<file path="config.mk">
export PLATFORM = sky130hd
export DESIGN_NAME = cfifo_n_flat
export DESIGN_NICKNAME = d
export VERILOG_FILES = /design/src/rtl/cfifo_n_if.sv /design/src/rtl/cfifo_n.sv /design/src/flat_wrapper.sv
export SDC_FILE = /design/constraint.sdc
export NUM_CORES = 1
export LEC_CHECK = 0
export BUFFER_PORTS_ARGS = -buffer_cell sky130_fd_sc_hd__buf_2
export CAP_MARGIN = 20
export CORE_MARGIN = 2
export CORE_UTILIZATION = 50
export DETAILED_ROUTE_END_ITERATION = 12
export PLACE_DENSITY = 0.86
export SETUP_SLACK_MARGIN = 0.05
export SYNTH_ARGS = -nofsm -noshare
export SYNTH_HDL_FRONTEND = slang
export SYNTH_SLANG_ARGS = --single-unit
</file>
<file path="constraint.sdc">
create_clock -name clk -period 2.7 [get_ports clk]
set_clock_uncertainty 0.15 [all_clocks]
set_input_delay 0.54 -clock clk [delete_from_list [all_inputs] [get_ports clk]]
set_output_delay 0.54 -clock clk [all_outputs]
set_load 0.1 [all_outputs]
</file>
<file path="src/rtl/cfifo_n_if.sv">
// Handshake bundle for cfifo_n: sender side, receiver side, and per-stage fire pulses.
// The o_count member exists only when CFIFO_OCC_COUNT_EN is defined.
interface cfifo_n_if #(
  parameter int WIDTH = 8,
  parameter int DEPTH = 2
);
  logic             i_drive;
  logic [WIDTH-1:0] i_data;
  logic             o_free;
  logic             o_driveNext;
  logic [WIDTH-1:0] o_data;
  logic             i_freeNext;
  logic [DEPTH-1:0] o_fire;
`ifdef CFIFO_OCC_COUNT_EN
  logic [$clog2(DEPTH+1)-1:0] o_count;

  modport master (
    output i_drive, i_data, i_freeNext,
    input  o_free, o_driveNext, o_data, o_fire, o_count
  );
  modport slave (
    input  i_drive, i_data, i_freeNext,
    output o_free, o_driveNext, o_data, o_fire, o_count
  );
`else
  modport master (
    output i_drive, i_data, i_freeNext,
    input  o_free, o_driveNext, o_data, o_fire
  );
  modport slave (
    input  i_drive, i_data, i_freeNext,
    output o_free, o_driveNext, o_data, o_fire
  );
`endif
endinterface

</file>
<file path="src/rtl/cfifo_n.sv">
// Clocked click-style relay FIFO: DEPTH stages, one token per stage, moves decided from current state only.
// Optional occupancy counter on bus.o_count enabled by CFIFO_OCC_COUNT_EN.
module cfifo_n #(
  parameter int WIDTH = 8,
  parameter int DEPTH = 2
) (
  input logic       clk,
  input logic       rst,
  cfifo_n_if.slave  bus
);

  generate
    if (DEPTH < 2 || DEPTH > 16) begin : g_bad_depth
      $error("cfifo_n: DEPTH must be in 2..16");
    end
  endgenerate

  logic [DEPTH-1:0] full_r;
  logic [WIDTH-1:0] data_r [DEPTH];
  logic [DEPTH-1:0] fire_s;
  logic [DEPTH-1:0] take_s;
  logic [DEPTH-1:0] full_nxt_s;
  logic [WIDTH-1:0] src_s [DEPTH];
  logic             drain_s;

  // A stage fires only if empty now; reset suppresses every move.
  always_comb begin
    fire_s    = {DEPTH{1'b0}};
    fire_s[0] = bus.i_drive & ~full_r[0] & ~rst;
    for (int k = 1; k < DEPTH; k++) begin
      fire_s[k] = full_r[k-1] & ~full_r[k] & ~rst;
    end
    drain_s    = full_r[DEPTH-1] & bus.i_freeNext & ~rst;
    take_s     = {drain_s, fire_s[DEPTH-1:1]};
    full_nxt_s = fire_s | (full_r & ~take_s);
    src_s[0]   = bus.i_data;
    for (int k = 1; k < DEPTH; k++) begin
      src_s[k] = data_r[k-1];
    end
  end

  // Stage full flags and token data.
  always_ff @(posedge clk) begin
    if (rst) begin
      full_r <= {DEPTH{1'b0}};
      for (int k = 0; k < DEPTH; k++) begin
        data_r[k] <= {WIDTH{1'b0}};
      end
    end else begin
      full_r <= full_nxt_s;
      for (int k = 0; k < DEPTH; k++) begin
        if (fire_s[k]) begin
          data_r[k] <= src_s[k];
        end else begin
          data_r[k] <= data_r[k];
        end
      end
    end
  end

  assign bus.o_free      = ~full_r[0];
  assign bus.o_driveNext = full_r[DEPTH-1];
  assign bus.o_data      = data_r[DEPTH-1];
  assign bus.o_fire      = fire_s;

`ifdef CFIFO_OCC_COUNT_EN
  localparam int CW = $clog2(DEPTH+1);
  logic [CW-1:0] count_r;

  // Occupancy: accept and drain in one cycle cancel out.
  always_ff @(posedge clk) begin
    if (rst) begin
      count_r <= {CW{1'b0}};
    end else if (fire_s[0] && !drain_s) begin
      count_r <= count_r + CW'(1);
    end else if (drain_s && !fire_s[0]) begin
      count_r <= count_r - CW'(1);
    end else begin
      count_r <= count_r;
    end
  end

  assign bus.o_count = count_r;
`endif

endmodule
</file>
<file path="src/flat_wrapper.sv">
// flat-port wrapper written by rule: the top's interface ports become plain ports
module cfifo_n_flat 
#(
  parameter int WIDTH = 8,
  parameter int DEPTH = 2
)
  (clk, rst, bus_i_drive, bus_i_data, bus_i_freeNext, bus_o_free, bus_o_driveNext, bus_o_data, bus_o_fire);
  cfifo_n_if #(.WIDTH(WIDTH), .DEPTH(DEPTH)) bus_i ();
  input logic clk;
  input logic rst;
  input wire logic [$bits(bus_i.i_drive)-1:0] bus_i_drive;
  input wire logic [$bits(bus_i.i_data)-1:0] bus_i_data;
  input wire logic [$bits(bus_i.i_freeNext)-1:0] bus_i_freeNext;
  output wire logic [$bits(bus_i.o_free)-1:0] bus_o_free;
  output wire logic [$bits(bus_i.o_driveNext)-1:0] bus_o_driveNext;
  output wire logic [$bits(bus_i.o_data)-1:0] bus_o_data;
  output wire logic [$bits(bus_i.o_fire)-1:0] bus_o_fire;
  assign bus_i.i_drive = bus_i_drive;
  assign bus_i.i_data = bus_i_data;
  assign bus_i.i_freeNext = bus_i_freeNext;
  assign bus_o_free = bus_i.o_free;
  assign bus_o_driveNext = bus_i.o_driveNext;
  assign bus_o_data = bus_i.o_data;
  assign bus_o_fire = bus_i.o_fire;
  cfifo_n #(.WIDTH(WIDTH), .DEPTH(DEPTH)) u_core (.clk(clk), .rst(rst), .bus(bus_i));
endmodule
</file>
==> metrics.txt, run 1 <==
Final Hold Violating Endpoints=0; Post-CTS Setup Repair Bufs=0; CTS Hold Bufs=0; WP data required=roughly 2 ns; status=finished clean; reg2reg path depth=2; port bufs=23; maximum VDD drop=around 0.5 mV; Least-Margin Pin Slew=approximately 0.5 ns; mapped cell area=697 sq um; end of the critical path=bus_o_fire[1]; GP Congestion=0.608; Critical path origin=u_core.full_r[1]; Crit Path Class=reg -> out; Rows=13; synthesis-to-layout area growth=21.5%; min-delay worst type=reg -> reg; initial antenna violation count=0; final setup violation count=0; met1 Usage GRT=approximately an eighth; Yosys top cell area share=68.9%; TritonRoute pass-1 iters=3; final hold slack=0.348 ns; Max-slew headroom=67.6%; MaxCap Viol Count=0; WL/cell=10.3 microns; H-tree depth=1; core area=roughly 0.0013 sq mm; FF+latch count, synth=18; minimum clock period=between 2 and 2.5 ns; CTS clk-pin slew, worst paths=~0.090 ns; Yosys cell types=11; DIE AREA=between 0.0015 and 0.002 sq mm; CP Cell Sequence=nand2b_1 > nor2_2 > buf_2; Die W=approximately 41 microns; CP max-delay cell=buf_2; largest area contributor in the netlist=edfxtp_1; vias in the first global route=between 300 and 400; Vias=approximately 390; Post-synth top cells=edfxtp_1 (16), nor2b_1 (16), nand2b_1 (4); Syn Inst Count=47; n_diodes=0; origin of the critical flop-to-flop path=u_core.full_r[1]; antenna-violating nets left=0; Post-Synthesis Mean Instance Area=14.8 sq um; Final #Nets=85; r2r setup slk=1.39 ns; reg-to-reg endpoint=u_core.data_r[1][0]; WP buf/inv=1; first-pass GRT wire length=between 1000 and 1500 microns; Clock Latency Late Sink=about 0.28 ns; Total GRT Usage=12.6%; TritonCTS Buffers=3; Top FF cell, synth=edfxtp_1; Setup crit start kind=register; Final TNS setup=0 ns; num ports=24; CP top delay family=buffers and inverters; post-CTS sizing=0; clk sink count=18; largest net degree at the start of global routing=23; final period utilization=roughly 75%; Starting Density=53.6%; Final Util=between 60% and 70%; Syn. warnings=0; final wirelength=around 900 microns; share of layout cells above drive strength 1=between 30 and 40%; PwrDens=721 mW/mm^2; clock root cell=clkbuf_4; EDFF count, synth=16; fin. max-slew vios=0; RSZ-0062 raised after global routing=no; fillcell total=113; largest stage delay on the critical path=about 0.43 ns; GR Layer Usage met2=around 23%; Crit Path Max Fanout=4; CTS tree=yes; Worst path depth=3; Die Ht=a little over 40 microns; GRT overflow=0; Iter 0 DRT Violations=6; CTS max path bufs=2; top post-synthesis cells by area=edfxtp_1 (69%), nor2b_1 (14%), dfxtp_1 (5.7%), nand2b_1 (3.6%), nand2b_4 (2.0%); CP Capture Type=output pin; FFs w/ async S/R, synth=0%; Seq/Total Area, Yosys=74.7%; critical path data arrival time=about 1.3 ns; detailed-route vias per instance=~4.5; fmax=between 0.4 and 0.5 GHz; met3 Track Usage GR=around 3.2%; Leak=around 0.36 nW; drt drc=0; GR peak layer=met2; syn nets=59
## routing by layer
| metal | vias to the layer above | routed length (microns) |
|---|---|---|
| met5 | - | 0 |
| met4 | 0 | 14 |
| met3 | 2 | 69 |
| met2 | 17 | 460 |
| met1 | 168 | 352 |
| li1 | 206 | - |
## state kept, by name (all words and copies together) (netlist names)
register       cells
u_core.data_r     16
u_core.full_r      2
## worst register-to-register path, cell delays in order, from the launching register on
cell      delay [ns]
dfxtp_1         0.34
nand2b_1        0.20
nand2b_1        0.30
## where the power goes
group	switching [mW]	internal [mW]
registers	0.00535	0.328
clock network	0.0715	0.0572
logic	0.123	0.0255
total	0.199	0.411
## final cells by class
class                           count  area (sq um)  area share (%)
Sequential cell                    18           520            61.4
Multi-Input combinational cell     26           163            19.2
Timing Repair Buffer               23           115            13.6
Clock buffer                        4          26.3            3.10
Tap cell                           15          18.8            2.22
Inverter                            1          3.75           0.443
## worst min-delay path by stage
stage          slack (ns)  cells after the start        startpoint                to
2_1_floorplan        0.32                      2  u_core.full_r[0]  u_core.full_r[0]
3_3_place_gp         0.33                      2  u_core.full_r[1]  u_core.full_r[0]
3_5_place_dp         0.34                      2  u_core.full_r[1]  u_core.full_r[0]
4_1_cts              0.35                      2  u_core.full_r[1]  u_core.full_r[0]
5_1_grt              0.37                      3    bus_i_freeNext  u_core.full_r[1]
6_report             0.35                      2  u_core.full_r[1]  u_core.full_r[0]
## cell families (layout without fill, tap and decap cells)
logic type / Yosys count / count (layout) / synth area share, %
and+or+nand+nor: 24 / 24 / 21.5
DFF: 18 / 18 / 74.7
buffers and inverters: 3 / 28 / 2.33
AOI/OAI and AO/OA: 2 / 2 / 1.44
## stage by stage
stage / area (sq um) / instances / worst slack (ns) / total power, mW
floorplan: 699 / 47 / 0.0557 / 0.466
global placement: 821 / 83 / 0.711 / 0.485
detailed placement: 821 / 83 / 0.693 / 0.489
CTS: 847 / 87 / 0.651 / 0.617
global route: 847 / 87 / 0.569 / 0.639
finish: 847 / 87 / 0.669 / 0.610
## placed cells by master (no fill, tap or decap)
| master | n |
|---|---|
| nand2_1 | 1 |
| nand2b_4 | 1 |
| edfxtp_1 | 16 |
| clkbuf_1 | 1 |
| nor2b_1 | 16 |
| dfxtp_1 | 2 |
| nor2_2 | 1 |
| nor2_1 | 1 |
| clkbuf_4 | 3 |
| inv_1 | 1 |
| nand2b_1 | 4 |
| buf_2 | 23 |
| a21oi_1 | 2 |
(Power assumes the default switching activity.)
==> run 2, diff against run 1 <==
--- a/config.mk
+++ b/config.mk
@@ -8,9 +8,9 @@
 export BUFFER_PORTS_ARGS = -buffer_cell sky130_fd_sc_hd__buf_2
 export CAP_MARGIN = 20
 export CORE_MARGIN = 2
-export CORE_UTILIZATION = 50
+export CORE_UTILIZATION = 46
 export DETAILED_ROUTE_END_ITERATION = 12
-export PLACE_DENSITY = 0.86
+export PLACE_DENSITY = 0.8
 export SETUP_SLACK_MARGIN = 0.05
 export SYNTH_ARGS = -nofsm -noshare
 export SYNTH_HDL_FRONTEND = slang
==> constraint.sdc (replaced) <==
create_clock -name clk -period 1.9 [get_ports clk]
set_clock_uncertainty 0.15 [all_clocks]
set_input_delay 0.38 -clock clk [delete_from_list [all_inputs] [get_ports clk]]
set_output_delay 0.38 -clock clk [all_outputs]
set_load 0.1 [all_outputs]
==> run 2 against run 1 <==
Effect of this change: routed wire length is 7.6% higher; final area increased by 6.2%; flip-flop and latch count stayed put; via count grew 4.6%; power up 45%; cell count grew 2.3%; critical path depth unchanged; sequential share of layout area shrank 3.5 points; sequential power up 42%; combinational power increased by 51%; global-route usage shrank 1.1 points.
==> metrics.txt, run 2 (synthesis gave the netlist of run 1 again) <==
post-CTS sizing=0; Final TNS setup=0 ns; TritonRoute pass-1 iters=2; origin of the critical flop-to-flop path=u_core.full_r[1]; vias in the first global route=383; clk sink count=18; TritonCTS Buffers=3; final worst setup slack=0.218 ns; CP top delay family=simple AND/OR/NAND/NOR gates; WP data required=between 1 and 1.5 ns; max reg flops=16; min-delay worst type=in -> reg; Post-CTS Setup Repair Bufs=0; MaxCap Viol Count=0; CTS clk-pin slew, worst paths=about 0.090 ns; WP buf/inv=1; core area=0.00145 sq mm; Clock Latency Late Sink=roughly 0.28 ns; largest stage delay on the critical path=~0.34 ns; CTS tree=yes; share of layout cells above drive strength 1=between 40% and 50%; Crit Path Class=reg -> out; critical path data arrival time=roughly 1.2 ns; final period utilization=88.5%; status=finished clean; Final Hold Violating Endpoints=0; RSZ-0062 raised after global routing=no; largest register by flop count=u_core.data_r; Die Ht=between 40 and 50 microns; Least-Margin Pin Slew=0.486 ns; WL/cell=~11 microns; PwrDens=~980 mW/mm^2; drt drc=0; Regs by FF count=u_core.data_r x16, u_core.full_r x2; CTS max path bufs=2; clock root cell=clkbuf_4; Leak=0.370 nW; most common cell after layout, fill and taps aside=buf_2; detailed-route vias per instance=between 4 and 5; Starting Density=between 40% and 50%; antenna-violating nets left=0; fin. max-slew vios=0; largest net degree at the start of global routing=13; Worst Hold Launch=bus_i_freeNext; Die W=42.9 microns; CP Cell Sequence=nand2b_1 > nor2_4 > buf_12; Final #Nets=86; CP max-delay cell=dfxtp_2; port bufs=23; n_diodes=0; Setup WS pre-CTS=roughly 0.41 ns; Vias=approximately 400; Rows=14; final setup violation count=0; num ports=24; first-pass GRT wire length=1550 microns; Crit Path Max Fanout=4; post-route total power=884 uW; synthesis-to-layout area growth=29.1%; fmax=slightly below 0.6 GHz; Iter 0 DRT Violations=1; minimum clock period=1.68 ns; Setup crit start kind=register; GRT overflow=0; worst hold path endpoint=u_core.full_r[1]; Total GRT Usage=a little under an eighth; r2r setup slk=about 0.57 ns; reg2reg path depth=2; placed wire-length estimate=a little under 800 microns; DIE AREA=0.00184 sq mm; reg-to-reg endpoint=u_core.data_r[1][0]; H-tree depth=1; Hold Crit Depth=3; CP Capture Type=output pin; most frequent cells in the layout=buf_2 (21), nor2b_1 (16), edfxtp_1 (16); initial antenna violation count=0; Max-slew headroom=between 60% and 70%; maximum VDD drop=0.542 mV; GP Congestion=0.657; final wirelength=963 microns; CTS Hold Bufs=0
run 2: layout make-up:
type	count	area, sq um
multi-input combinational	26	175
tap	16	20.0
fill	117	554
inverter	1	3.75
clock buffer	4	26.3
sequential	18	522
timing repair buffer	24	153
run 2: how the worst max path moves through the flow:
stage	startpoint	endpoint	slack, ns	depth (start not counted)
after floorplan	u_core.full_r[1]	bus_o_fire[1]	0.1	2
after global placement	rst	u_core.data_r[1][3]	0.47	2
final	u_core.full_r[1]	bus_o_fire[1]	0.22	3
after detailed placement	rst	u_core.data_r[1][1]	0.41	2
after CTS	u_core.full_r[1]	bus_o_fire[1]	0.20	3
after global routing	u_core.full_r[1]	bus_o_fire[1]	0.15	3
run 2: through the flow:
stage               instance area (sq um)  utilization, %  instances  hold WS, ns
finish                                900            61.9         89        0.201
global placement                      873            60.1         85        0.321
detailed placement                    873            60.1         85        0.325
CTS                                   900            61.9         89        0.196
global route                          900            61.9         89        0.223
floorplan                             713               -         47        0.322
run 2: where the power goes:
part | internal [mW] | total [mW] | switching (mW)
clock network | 0.0813 | 0.185 | 0.103
registers | 0.467 | 0.475 | 0.00830
logic | 0.0455 | 0.224 | 0.178
run 2: routing by layer:
layer | wire length, microns | vias up | track usage, %
met3 | 66 | 2 | 3.83
met5 | 0 | - | 0
met1 | 366 | 186 | 14.1
met2 | 516 | 15 | 18.2
li1 | - | 208 | -
met4 | 14 | 0 | 5.63
run 2: worst register-to-register path, stage by stage (launching register included):
cell and delay, ns:
dfxtp_2 0.34, nand2b_1 0.20, nand2b_1 0.31
==> run 3, diff against run 2 <==
==> constraint.sdc (replaced) <==
create_clock -name clk -period 1.65 [get_ports clk]
set_clock_uncertainty 0.15 [all_clocks]
set_input_delay 0.33 -clock clk [delete_from_list [all_inputs] [get_ports clk]]
set_output_delay 0.33 -clock clk [all_outputs]
set_load 0.1 [all_outputs]
==> run 3 against run 2 <==
Effect of this change: core utilization is 1.8 points higher; highest routed layer unchanged; setup slack worse by 0.12 ns; first-iteration DRC count grew to 5.0 times the previous value; die area stayed put; flip-flop and latch count stayed put; routed wire length is 9.7% higher; hold slack worse by 0.026 ns; final area is 2.9% higher; sequential share of layout area is 1.5 points lower; via count is 0.24% lower.
==> metrics.txt, run 3 (synthesis gave the netlist of run 1 again) <==
Setup crit start kind=register; Die Ht=roughly 43 microns; Sw Ratio=33.2%; TritonCTS Buffers=3; Logic pwr share=~26%; GRT overflow=0; switching power=roughly 340 uW; final hold slack=0.175 ns; Die W=42.9 microns; post-route cell area=approximately 930 sq um; GP Congestion=between 0.6 and 0.7; core area=~0.0015 sq mm; initial antenna violation count=0; Iter 0 DRT Violations=5; detailed-route vias per instance=around 4.5; final wirelength=roughly 1100 microns; register area=523 sq um; Vias=between 400 and 500; vias in the first global route=between 300 and 400; min-delay worst type=in -> reg; placed cell areas=slightly below 900 sq um; clk sink count=18; fmax=0.644 GHz; Total GRT Usage=13.3%; H-tree depth=1; Final #Nets=88; Flop pwr share=about 53%; internal power=between 600 and 700 uW; num ports=24; antenna-violating nets left=0; multi-input combinational cell area=between 150 and 200 sq um; DIE AREA=between 0.0015 and 0.002 sq mm; most common cell after layout, fill and taps aside=buf_2; CTS Hold Bufs=0; RSZ-0062 raised after global routing=no; WP data required=between 1 and 1.5 ns; first-pass GRT wire length=between 1500 and 2000 microns; drt drc=0; TritonRoute pass-1 iters=2; CTS clk-pin slew, worst paths=roughly 0.09 ns; Least-Margin Pin Slew=0.487 ns; port bufs=23; fin. max-slew vios=0; CTS tree=yes; synthesis-to-layout area growth=32.9%; Leak=~0.38 nW; most frequent cells in the layout=buf_2 (20), nor2b_1 (16), edfxtp_1 (16); Regs by FF count=u_core.data_r x16, u_core.full_r x2; largest register by flop count=u_core.data_r; clock root cell=clkbuf_4; critical path data arrival time=~1.1 ns; post-route total power=1.03 mW; max reg flops=16; CTS max path bufs=2; Max-slew headroom=about 68%; PwrDens=approximately 1100 mW/mm^2; Rows=14; share of layout cells above drive strength 1=46.7%; fillcell total=approximately 110; Crit Path Max Fanout=4; maximum VDD drop=0.594 mV; Final Hold Violating Endpoints=0; MaxCap Viol Count=0; clock network power share=21.2%; Clock Latency Late Sink=~0.28 ns; placed wire-length estimate=between 800 and 900 microns; largest net degree at the start of global routing=13; Crit Path Class=reg -> out; Starting Density=between 40% and 50%; final period utilization=between 90% and 100%; final setup violation count=0; Final TNS setup=0 ns; n_diodes=0; WL/cell=between 10 and 15 microns; status=finished clean; minimum clock period=~1.6 ns; CP Capture Type=output pin
run 3: changes by cell type in the layout (fill, tap and decap cells not counted):
cell / before / now
nand2b_1: 4 / 3
nand2b_4: 1 / 2
dfxtp_2: 1 / 2
dfxtp_1: 1 / 0
buf_2: 21 / 20
buf_4: 1 / 4
run 3: what timing repair did:
action                     4_1_cts  5_1_grt
pin swaps                        0        1
gates resized for setup          3        1
setup endpoints to repair        1        2
setup buffers                    0        1
run 3: layer usage:
layer	global-route usage (%)	share of wire [%]	up-vias	wire (microns)
met5	0	0	-	0
met4	7.50	1.3	0	14
met3	2.55	5.6	2	59
met2	21.5	54	15	574
met1	16.5	39	179	407
li1	-	-	214	-
run 3: final cells by class:
| type | count | share of cell area [%] |
|---|---|---|
| flip-flops and latches | 18 | 56.5 |
| repair buffers | 26 | 18.4 |
| multi-input cells | 26 | 19.7 |
| inverters | 1 | 0.405 |
| clock buffers | 4 | 2.84 |
| well taps | 16 | 2.16 |
run 3: path summary, 6_finish.rpt:
path	start	end	slack, ns	cells after the start
setup / recovery	u_core.full_r[0]	bus_o_fire[0]	0.1	3
hold / removal	bus_i_freeNext	u_core.full_r[1]	0.18	3
setup reg to reg	u_core.full_r[1]	u_core.data_r[1][5]	0.26	3
hold reg to reg	u_core.full_r[1]	u_core.full_r[0]	0.34	2
run 3: worst max-delay path, cell delays in order (launching register included):
cell and delay [ns]:
dfxtp_2 0.36, nand2b_4 0.16, nor2_4 0.10, buf_12 0.18
run 3: through the flow:
step,std cells,utilization (%),setup WS [ns]
after global placement,86,60.6,0.263
after detailed placement,86,60.6,0.243
after floorplan,47,-,-0.102
final,91,63.7,0.0966
after global routing,91,63.7,0.0508
after CTS,90,63.1,0.0496
run 3: power by group through the flow:
stage | Clock (mW) | Combinational, mW | Sequential [mW]
final | 0.219 | 0.266 | 0.548
after global routing | 0.246 | 0.276 | 0.552
after CTS | 0.223 | 0.266 | 0.549
after detailed placement | 0 | 0.263 | 0.558
after global placement | 0 | 0.258 | 0.555
after floorplan | 0 | 0.0743 | 0.693
